==> config.mk <==
export PLATFORM = sky130hd
export DESIGN_NAME = fifo_pkt_scheduler
export DESIGN_NICKNAME = d
export VERILOG_FILES = /design/src/rtl/fifo_ctrl_pkg.sv /design/src/rtl/rr_arbiter.sv /design/src/rtl/fifo_pkt_scheduler.sv
export SDC_FILE = /design/constraint.sdc
export NUM_CORES = 1
export LEC_CHECK = 0
export ABC_AREA = 1
export ABC_CLOCK_PERIOD_IN_PS = 4000
export BUFFER_PORTS_ARGS = -buffer_cell sky130_fd_sc_hd__buf_2
export CORE_AREA = 2 2 146 148
export CTS_BUF_LIST = sky130_fd_sc_hd__clkbuf_8
export CTS_CLUSTER_DIAMETER = 80
export DETAILED_ROUTE_END_ITERATION = 8
export DIE_AREA = 0 0 148 150
export PLACE_DENSITY_LB_ADDON = 0.12
export SYNTH_ARGS = -nofsm -noshare
export SYNTH_HDL_FRONTEND = slang
export SYNTH_HIERARCHICAL = 1
export SYNTH_SLANG_ARGS = --single-unit
==> constraint.sdc <==
create_clock -name clk -period 4 [get_ports clk]
set_input_delay 0.6 -clock clk [delete_from_list [all_inputs] [get_ports clk]]
set_output_delay 0.6 -clock clk [all_outputs]
set_load 0.05 [all_outputs]
==> src/rtl/fifo_ctrl_pkg.sv <==
// ============================================================================
// Module      : fifo_ctrl_pkg
// Description : Shared encodings and word-layout constants for the FIFO
//               packet scheduler.
// Revision    : 1.0 - initial release
// ============================================================================
`default_nettype none

package fifo_ctrl_pkg;

  typedef enum logic [1:0] {
    ST_IDLE  = 2'd0,
    ST_READ  = 2'd1,
    ST_CHECK = 2'd2
  } sched_state_t;

  // Default 72-bit word layout: control byte sits above the 64-bit payload.
  localparam int CTRL_LSB = 64;
  localparam int CTRL_MSB = 71;

  localparam logic [7:0] SOP_MARK = 8'hff;

  localparam int MIN_QUEUES = 2;
  localparam int MAX_QUEUES = 8;

endpackage

`default_nettype wire

==> src/rtl/rr_arbiter.sv <==
// ============================================================================
// Module      : rr_arbiter
// Description : Combinational round-robin search: first requester strictly
//               after ptr (with wrap). Pointer storage lives in the parent.
// Revision    : 1.0 - initial release
// ============================================================================
`default_nettype none

module rr_arbiter #(
  parameter int N     = 4,
  parameter int IDX_W = 2
) (
  input  logic [N-1:0]     req,
  input  logic [IDX_W-1:0] ptr,
  output logic [N-1:0]     gnt,
  output logic [IDX_W-1:0] idx,
  output logic             any
);

  logic             w_found;
  logic [IDX_W-1:0] w_cand;

  always_comb begin
    w_found = 1'b0;
    w_cand  = '0;
    idx     = '0;
    for (int k = 1; k <= N; k++) begin
      w_cand = IDX_W'((int'(ptr) + k) % N);
      if (!w_found && req[w_cand]) begin
        w_found = 1'b1;
        idx     = w_cand;
      end
    end
    any = w_found;
    gnt = w_found ? (N'(1) << idx) : '0;
  end

endmodule

`default_nettype wire

==> src/rtl/fifo_pkt_scheduler.sv <==
// ============================================================================
// Module      : fifo_pkt_scheduler
// Description : Round-robin packet scheduler draining one whole packet at a
//               time from NUM_QUEUES FIFOs into a single sink.
// Revision    : 1.0 - initial release
// ============================================================================
`default_nettype none

module fifo_pkt_scheduler
  import fifo_ctrl_pkg::*;
#(
  parameter int NUM_QUEUES    = 4,
  parameter int DATA_WIDTH    = 64,
  parameter int CTRL_WIDTH    = DATA_WIDTH / 8,
  parameter int WIDTH         = DATA_WIDTH + CTRL_WIDTH,
  parameter int MAX_PKT_WORDS = 16
) (
  input  logic                        clk,
  input  logic                        rst,
  input  logic [NUM_QUEUES-1:0]       q_empty,
  input  logic [NUM_QUEUES*WIDTH-1:0] q_data,
  output logic [NUM_QUEUES-1:0]       q_read,
  input  logic                        out_rdy,
  output logic                        out_wr,
  output logic [WIDTH-1:0]            out_data,
  output logic                        out_sop,
  output logic                        out_eop,
  output logic [NUM_QUEUES-1:0]       grant,
  output logic                        busy,
  input  logic                        err_clr,
  output logic                        err_sop,
  output logic                        err_len
);

  localparam int IDX_W = $clog2(NUM_QUEUES);
  localparam int CNT_W = $clog2(MAX_PKT_WORDS) + 1;

  sched_state_t     r_state;
  logic [IDX_W-1:0] r_ptr;
  logic [IDX_W-1:0] r_idx;
  logic [CNT_W-1:0] r_cnt;

  logic [NUM_QUEUES-1:0] w_arb_gnt;
  logic [IDX_W-1:0]      w_arb_idx;
  logic                  w_arb_any;

  logic [WIDTH-1:0]      w_q_word [NUM_QUEUES];
  logic [WIDTH-1:0]      w_word;
  logic [CTRL_WIDTH-1:0] w_ctrl;
  logic                  w_rd_go;
  logic                  w_first;
  logic                  w_last_slot;
  logic                  w_marked_eop;
  logic                  w_eop;

  rr_arbiter #(
    .N     (NUM_QUEUES),
    .IDX_W (IDX_W)
  ) u_arb (
    .req (~q_empty),
    .ptr (r_ptr),
    .gnt (w_arb_gnt),
    .idx (w_arb_idx),
    .any (w_arb_any)
  );

  for (genvar i = 0; i < NUM_QUEUES; i++) begin : g_unpack
    assign w_q_word[i] = q_data[i*WIDTH +: WIDTH];
  end

  assign w_word = w_q_word[r_idx];
  assign w_ctrl = w_word[WIDTH-1:DATA_WIDTH];

  // Read strobe is combinational so the FIFO's own empty flag gates it this cycle.
  assign w_rd_go = (r_state == ST_READ) && !q_empty[r_idx] && out_rdy && !rst;
  assign q_read  = grant & {NUM_QUEUES{w_rd_go}};
  assign busy    = (r_state != ST_IDLE);

  assign w_first      = (r_cnt == '0);
  assign w_last_slot  = (r_cnt == CNT_W'(MAX_PKT_WORDS - 1));
  assign w_marked_eop = !w_first && (w_ctrl != '0);
  assign w_eop        = w_marked_eop || w_last_slot;

  always_ff @(posedge clk or posedge rst) begin
    if (rst) begin
      r_state  <= ST_IDLE;
      r_ptr    <= IDX_W'(NUM_QUEUES - 1);
      r_idx    <= '0;
      r_cnt    <= '0;
      grant    <= '0;
      out_wr   <= 1'b0;
      out_data <= '0;
      out_sop  <= 1'b0;
      out_eop  <= 1'b0;
      err_sop  <= 1'b0;
      err_len  <= 1'b0;
    end else begin
      out_wr  <= 1'b0;
      out_sop <= 1'b0;
      out_eop <= 1'b0;

      // A fresh error later in this block overrides the clear.
      if (err_clr) begin
        err_sop <= 1'b0;
        err_len <= 1'b0;
      end

      case (r_state)
        ST_IDLE: begin
          if (w_arb_any) begin
            grant   <= w_arb_gnt;
            r_idx   <= w_arb_idx;
            r_ptr   <= w_arb_idx;
            r_cnt   <= '0;
            r_state <= ST_READ;
          end
        end

        ST_READ: begin
          if (w_rd_go) begin
            r_state <= ST_CHECK;
          end
        end

        ST_CHECK: begin
          out_data <= w_word;
          out_wr   <= 1'b1;
          out_sop  <= w_first;
          out_eop  <= w_eop;
          r_cnt    <= r_cnt + CNT_W'(1);
          if (w_first && (w_ctrl == '0)) begin
            err_sop <= 1'b1;
          end
          // Only a forced cut is an overrun; a marked EOP in the last slot is legal.
          if (w_last_slot && !w_marked_eop) begin
            err_len <= 1'b1;
          end
          if (w_eop) begin
            grant   <= '0;
            r_state <= ST_IDLE;
          end else begin
            r_state <= ST_READ;
          end
        end

        default: begin
          grant   <= '0;
          r_state <= ST_IDLE;
        end
      endcase
    end
  end

endmodule

`default_nettype wire

**After elaboration in Yosys (flattened, before gate mapping)**

Cells that the tools add are included.

- Eq/ne operators: 6
- $add $sub $neg: 5
- Div/mod/pow operators: 0
- Magnitude comparators: 6
- Bitwise logic cells: 4
- $mul: 0
- Reduce and logical (&&, ||, !) cells: 27
- Mux-type cells: 39
- Shift operators: 1

Operators with widths:

| kind | number |
|---|---|
| binary-select mux 72 bit (select 2 bit) | 1 |
| two-way mux 72 bit | 2 |
| two-way mux 1 bit | 19 |
| < comparator 2 x 3 -> 1 bit, second input constant | 5 |
| two-way mux 2 bit | 6 |
| case mux 4 bit (3 select lines) | 1 |
| binary-select mux 1 bit (select 2 bit) | 5 |
| case mux 5 bit (2 select lines) | 1 |
| logical AND 1 bit | 9 |
| zero test 8 bit | 1 |
| two-way mux 4 bit | 2 |
| nonzero test 8 bit | 1 |
| zero test 1 bit | 7 |
| case mux 2 bit (3 select lines) | 1 |
| AND reduction 2 bit | 3 |
| adder 5 x 1 -> 5 bit, second input constant | 1 |
| equality test 5 x 4 -> 1 bit, second input constant | 1 |
| zero test 5 bit | 1 |
| two-way mux 5 bit | 1 |
| adder 2 x 1 -> 2 bit, second input constant | 2 |
| adder 2 bit, second input constant | 2 |
| bitwise AND 4 bit | 1 |
| inequality test 2 bit, second input constant | 2 |
| inverter 4 bit | 1 |
| other kinds (11) | 12 |

- Word-level logic and storage cells: 99
- Memories kept: 0
- Flip-flop bits (word level): 92
- Output and inout bits: 86
- Memory bits (read-only): 0
- Bits of input ports: 296
- RAM bits: 0
- Latch bits: 0

**Depth between registers and ports, before layout**

Gate-level depths: netlist of the first run.

- Depth in word-level cells: 16
- Depth in mapped cells: 13
- Gate-level depth less buffers: 12

**Modules after synthesis**

Netlist of the first run, hierarchy kept.

By module, submodules not included:

| module | cells an instance | area each (um2) | instances |
|---|---|---|---|
| fifo_pkt_scheduler | 837 | 5557.8 | 1 |
| rr_arbiter | 75 | 379.1 | 1 |

**Worst setup path after synthesis of the first run**

No wires, ideal clock.

- Path type: input port to output port
- Start: input port rst
- End: output port q_read[0]
- Path buffers: 0
- Setup slack: -0.282 ns
- Arrival: 3.682 ns
- Stages: 4
- Path through: inv_1 > and3_1 > nand3_1 > nor2_1

- Cells in the longest elaborated chain, start to end: 3

Ends and longest elaborated chain:

| what | RTL line | text |
|---|---|---|
| start: declaration | fifo_pkt_scheduler.sv:19 | `input logic rst,` |
| zero test 1 bit (no line) | - |  |
| logical AND 1 bit | fifo_pkt_scheduler.sv:75 | `assign w_rd_go = (r_state == ST_READ) && !q_empty[r_idx] && out_rdy && !rst;` |
| bitwise AND 4 bit | fifo_pkt_scheduler.sv:76 | `assign q_read = grant & {NUM_QUEUES{w_rd_go}};` |
| end: declaration | fifo_pkt_scheduler.sv:22 | `output logic [NUM_QUEUES-1:0] q_read,` |

No other way between the ends.

**Final worst setup path of the first run**

- Start: register r_idx[0]
- End: output port q_read[0]

- Cells in the longest elaborated chain, start to end: 7

Ends and longest elaborated chain:

| what | RTL line | text |
|---|---|---|
| start: declaration | fifo_pkt_scheduler.sv:40 | `logic [IDX_W-1:0] r_idx;` |
| start signal: assignment | fifo_pkt_scheduler.sv:112 | `r_idx <= w_arb_idx;` |
| binary-select mux 1 bit (select 2 bit) | fifo_pkt_scheduler.sv:75 |  |
| two-way mux 1 bit (implied by the code) | fifo_pkt_scheduler.sv:75 |  |
| zero test 1 bit | fifo_pkt_scheduler.sv:75 |  |
| logical AND 1 bit (3 in series) | fifo_pkt_scheduler.sv:75 |  |
| bitwise AND 4 bit | fifo_pkt_scheduler.sv:76 |  |

No other way between the ends. The select of a mux whose other input is x is not followed.

==> impl_results.md, run 1 <==
* Req. time, crit path at about 3.4 ns
* CP Class: reg2out
* Worst vdd ir at approximately 0.00026 V
* Cell area after synthesis at 5937 um2
* Final period util at 0.7235
* HPWL Detailed at around 18 mm
* Fillcell total at roughly 2.3k
* Synthesis warning total at 6
* Reg clk slew, reported paths at about 0.11 ns
* Mean Syn Cell Area at roughly 6.5 um2
* Post-CTS Hold Buffers at 0
* Setup tns final at 0 ns
* LEAKAGE at roughly 4 nW
* Nets at 1547
* Fin. max-slew vios at 0
* Die ar. at between 20000 and 25000 um2
* Clock Tree Buf Depth at 2
* Routed len/inst at 16.21 um
* Worst Setup Start Kind: register
* GP Congestion at approximately 0.8
* Synth-to-Final Area Change at 37.74%
* GRT overflow at 0
* CP Capture Type: output port
* Worst setup margin at ~1.1 ns
* Skew-Pair Late Insertion Delay at about 0.38 ns
* Distinct cells, synth at 25
* Power Dens Cells at 792.9 nW/um2
* WL final at 24.78 mm
* Core area at 20690 um2
* CTS resizes at 0
* Die W at roughly 150 um
* DRC viols at 0
* Initial Utilization at 0.2869
* DR vias/cell at 4.700
* Vert. Die Dim at ~150 um
* Clock Sinks at between 90 and 100
* Multi-input gate area at ~3200 um2
* Total CTS buffers at 9
* Root Buffer: clkbuf_8
* Pre-CTS WS at 1.345 ns
* Vias at 7182
* Max Freq at 345.6 MHz
* Pin count of the biggest net entering global routing at 78
* Register-to-register setup slack at ~1.6 ns
* Final Hold Viols at 0
* Vias in the first global route at just under 7k
* Drt initial violations at about 280
* # IOs at around 380
* Post-synthesis sequential area ratio at 0.3882
* Type of the tightest min-delay check: in2async
* Max capacitance violation total at 0
* Tmin final at 2.894 ns
* Final setup vio count at 0
* Antenna violations before repair at 1
* RSZ-0062 raised after global routing: no
* R2R Path Start: r_idx[1]
* Outcome: finished clean
* Antenna Nets Post-Route at 0
* Cell Rows at between 50 and 60
* Postcts setup bufs at 0
* Syn_nets at 1211
* DP Area at about 8000 um2
* Clock Skews at between 0.01 and 0.015 ns
* Hold WS at roughly 0.23 ns
* Buffers on Ports at ~380
* Final Instance Area at a little over 8000 um2
* R2R Path End: grant[2]
* CP max FO at 77
* Layout cells sized above 1 at 0.3456
* H-tree depth at 3
* First-pass iteration count of the detailed router at 5
* Gate Count Post-Synth at 912
* Diode count at 0
* FF/Latch Area at roughly 2300 um2
* CP arrival at 2.29 ns
* Actual transition at the worst max-transition pin at about 1 ns
* Flops & latches, synth at roughly 90
* CTS tree: done
* GRT Total Usage at 0.2139
* Slew margin rel. at 0.3359
* Reg2reg path depth at 12
* Final core occ at 0.3953
* Global-route wire length before repair at roughly 37 mm
[worst max-delay path, stage by stage, from the launching register on]
cell	delay, ns
dfrtp_4	0.98
a21oi_1	0.15
o21ai_0	0.11
nand3_1	0.23
nor2_1	0.15
buf_2	0.27
[cell usage in the layout, fill, tap and decap left out, types with 3 or more instances in the layout]
| cell type | synthesis | layout |
|---|---|---|
| clkbuf_8 | 0 | 9 |
| a31oi_1 | 64 | 64 |
| clkinvlp_4 | 0 | 5 |
| nand4_1 | 7 | 7 |
| nor2_1 | 338 | 338 |
| nand2_1 | 104 | 104 |
| o22ai_1 | 3 | 3 |
| nand3_1 | 30 | 30 |
| nand2_2 | 10 | 10 |
| o21ai_0 | 144 | 144 |
| nand2_4 | 5 | 5 |
| ha_1 | 3 | 3 |
| inv_1 | 33 | 31 |
| inv_2 | 4 | 4 |
| a21oi_1 | 5 | 5 |
| buf_2 | 20 | 381 |
| buf_4 | 1 | 8 |
| dfrtp_1 | 90 | 88 |
[layout make-up]
class,count,area share
Clock buffer,9,0.01515
Clock inverter,7,0.007191
Multi-Input combinational cell,719,0.3949
Inverter,37,0.01775
Sequential cell,92,0.2824
Tap cell,275,0.04207
Timing Repair Buffer,389,0.2405
[flip-flops by register name, summed over array words and instances, names as in the netlist]
register	cells
r_ptr	2
r_cnt	5
grant	4
r_idx	2
out_wr	1
out_sop	1
out_eop	1
err_sop	1
r_state	2
err_len	1
out_data	72
[report_power, final]
part / total [W] / internal, W / switching, W
clock network: 0.000624 / 0.000234 / 0.000390
logic: 0.00421 / 0.00116 / 0.00306
registers: 0.00165 / 0.00130 / 0.000347
[synthesized netlist by cell type]
cell type  instances  area [um2]
inv_2              4       15.01
o21ai_0          144       720.7
nand3_1           30       150.1
o22ai_1            3       18.77
a21oi_1            5       25.02
nand2_2           10       62.56
nand4_1            7       43.79
nor2_2             1       6.260
clkbuf_1          28       105.1
o31ai_1            1       7.510
nand3_2            1       10.01
a31oi_1           64       400.4
inv_1             33       123.9
and3_1             1       6.260
dfstp_2            2       52.55
nand2_1          104       390.4
buf_2             20       100.1
nor2_4             1       11.26
buf_4              1       7.510
ha_1               3       37.54
nand2_4            5       56.30
nor2_1           338        1269
dfrtp_1           90        2252
xor2_1             1       8.760
buf_1             15       56.30
[per-stage QoR]
| stage | std cells | power, W |
|---|---|---|
| floorplan | 912 | 0.004795 |
| global placement | 1512 | 0.005917 |
| detailed placement | 1512 | 0.005928 |
| CTS | 1528 | 0.006571 |
| global route | 1528 | 0.007069 |
| finish | 1528 | 0.006485 |
[logic make-up (layout without fill, tap and decap cells)]
| family | count (synthesis) | count (layout) | synth area share |
|---|---|---|---|
| buffers and inverters | 101 | 442 | 0.06870 |
| AO/OA/AOI/OAI | 217 | 217 | 0.1975 |
| XOR/XNOR | 1 | 1 | 0.001476 |
| adder cells (fa/ha/maj) | 3 | 3 | 0.006323 |
| AND/OR/NAND/NOR | 498 | 498 | 0.3378 |
| flip-flops | 92 | 92 | 0.3882 |
[layer usage]
layer	vias to the layer above	part of all wire	global-route usage
li1	3652	-	-
met1	3242	0.42	0.2646
met2	264	0.49	0.3688
met3	22	0.074	0.06006
met4	2	0.015	0.05286
met5	-	0.00061	0
[worst max path at each step]
| stage | startpoint | end | slack, ns | depth (start not counted) |
|---|---|---|---|---|
| 5_1_grt | r_idx[0] | q_read[2] | 0.90 | 5 |
| 3_3_place_gp | rst | q_read[1] | 1.40 | 6 |
| 6_report | r_idx[0] | q_read[0] | 1.11 | 5 |
| 3_5_place_dp | rst | q_read[0] | 1.34 | 6 |
| 2_1_floorplan | rst | q_read[0] | 0.59 | 4 |
| 4_1_cts | r_idx[1] | q_read[0] | 1.05 | 6 |
No activity file was read; power rests on OpenSTA's default activity.
==> run 2: changes to the inputs <==
- ABC_CLOCK_PERIOD_IN_PS: 4000 -> 2510
- CORE_AREA: 2 2 146 148 -> 2 2 149 151
- DIE_AREA: 0 0 148 150 -> 0 0 151 153
- clock period: 4 -> 2.51 ns (I/O delays scaled with it)
==> impl_results.md, run 2 (synthesized netlist as in run 1, its figures left out) <==
* Drt initial violations at roughly 280
* DP Area at 8107 um2
* Max Freq at ~430 MHz
* Final Instance Area at between 8000 and 9000 um2
* GRT overflow at 0
* DRC viols at 0
* Post-CTS Hold Buffers at 0
* Type of the tightest min-delay check: in2reg
* First-pass iteration count of the detailed router at 4
* GP Congestion at between 0.8 and 0.9
* Vert. Die Dim at 153 um
* Global-route wire length before repair at around 37 mm
* Vias in the first global route at between 6k and 7k
* Root Buffer: clkbuf_8
* Final period util at 0.9362
* Fillcell total at approximately 2.4k
* CP Capture Type: output port
* Largest reg by FF count: out_data
* Fin. max-slew vios at 0
* Req. time, crit path at about 2.1 ns
* Most frequent cells in the layout: 381 x buf_2, 334 x nor2_1, 143 x o21ai_0
* Skew-Pair Late Insertion Delay at about 0.38 ns
* Synth-to-Final Area Change at 39.89%
* Max capacitance violation total at 0
* Actual transition at the worst max-transition pin at roughly 0.68 ns
* GRT Total Usage at 0.2052
* Core area at 21490 um2
* Commonest non-fill, non-tap cell in the layout: buf_2
* Final core occ at 0.3866
* Final setup vio count at 0
* Initial Utilization at 0.2763
* Vias at approximately 7.1k
* Tot Pwr at 0.01041 W
* DR vias/cell at between 4 and 5
* Worst vdd ir at roughly 0.00045 V
* CTS tree: done
* Worst Setup Start Kind: register
* HPWL Detailed at ~18 mm
* LEAKAGE at 4.138 nW
* Cell Rows at 54
* Number of flip-flops in the largest register at 72
* Clock Tree Buf Depth at 2
* Slew margin rel. at 0.5485
* Finished Layout Cells at about 1.5k
* Die ar. at 23100 um2
* WL final at about 24 mm
* CP arrival at approximately 2.0 ns
* Total CTS buffers at 9
* Die W at 151 um
* Final Hold Viols at 0
* Antenna Nets Post-Route at 0
* Clock Sinks at 92
* RSZ-0062 raised after global routing: no
* # IOs at 382
* CP Class: reg2out
* Pin count of the biggest net entering global routing at approximately 140
* Clock Skews at 0.006215 ns
* Buffers on Ports at about 380
* Routed len/inst at roughly 16 um
* Power Dens Cells at ~1300 nW/um2
* Reg clk slew, reported paths at 0.09 ns
* Outcome: finished clean
* Layout cells sized above 1 at 0.3521
* CP max FO at 29
* Nets at around 1.6k
* Antenna violations before repair at 3
* Largest regs: out_data x72, r_cnt x5, grant x4
* Tmin final at about 2.3 ns
* H-tree depth at 3
* Dpl cells at about 1.5k
-- run 2: cell count changes in the layout (fill, tap and decap cells not counted), moves of 2 or more --
| cell | before | now |
|---|---|---|
| diode_2 | 0 | 3 |
| nor2_4 | 2 | 6 |
| clkinv_2 | 0 | 5 |
| nor2_1 | 338 | 334 |
| buf_4 | 8 | 11 |
| clkinvlp_4 | 5 | 2 |
| buf_12 | 0 | 2 |
-- run 2: final cells by class --
cell class | count | area, um2 | share of cell area
timing repair buffer | 394 | 2029 | 0.2444
clock buffer | 9 | 123.9 | 0.01491
tap | 280 | 350.3 | 0.04218
multi-input combinational | 719 | 3272 | 0.3939
clock inverter | 7 | 66.31 | 0.007984
sequential | 92 | 2310 | 0.2781
antenna | 3 | 7.507 | 0.0009039
inverter | 37 | 146.4 | 0.01763
-- run 2: what timing repair did --
item	CTS	global route
gates resized for setup	0	2
setup buffers	0	0
endpoints found under the setup margin	0	3
-- run 2: path summary, 6_finish.rpt --
kind | startpoint | end | slack, ns | cells past startpoint
setup / recovery | r_idx[0] | q_read[3] | 0.16 | 4
hold / removal | err_clr | err_len | 0.24 | 4
setup reg to reg | r_ptr[0] | r_cnt[3] | 0.27 | 11
hold reg to reg | err_sop | err_sop | 0.49 | 2
max in group asynchronous | rst | r_idx[0] | 1.78 | 3
min in group asynchronous | rst | out_data[14] | 0.26 | 3
-- run 2: where the power goes --
group / total, W / internal, W / switching (W)
Combinational: 0.00687 / 0.00191 / 0.00496
Clock: 0.00104 / 0.000458 / 0.000577
Sequential: 0.00251 / 0.00208 / 0.000433
Total: 0.0104 / 0.00445 / 0.00597
-- run 2: stage by stage --
step / setup slack (ns) / hold WS, ns / TNS (ns)
floorplan: -0.3164 / 0.4579 / -1.318
global placement: 0.3367 / 0.4655 / 0
detailed placement: 0.2709 / 0.4667 / 0
global route: 0.01690 / 0.2172 / 0
CTS: 0.1087 / 0.2121 / 0
finish: 0.1602 / 0.2436 / 0
-- run 2: per-layer routing --
layer | vias up | share of wire | track usage | wire length (um)
met5 | - | 0 | 0 | 0
met2 | 249 | 0.50 | 0.3576 | 12190
met1 | 3178 | 0.41 | 0.2522 | 10090
met3 | 14 | 0.076 | 0.05940 | 1853
met4 | 0 | 0.0094 | 0.03872 | 230
li1 | 3669 | - | - | -
-- run 2: critical path, stage by stage (launching register included) --
cell and delay, ns:
dfrtp_4 0.64, o21ai_0 0.34, nand3_4 0.23, nor2_4 0.12, buf_2 0.26
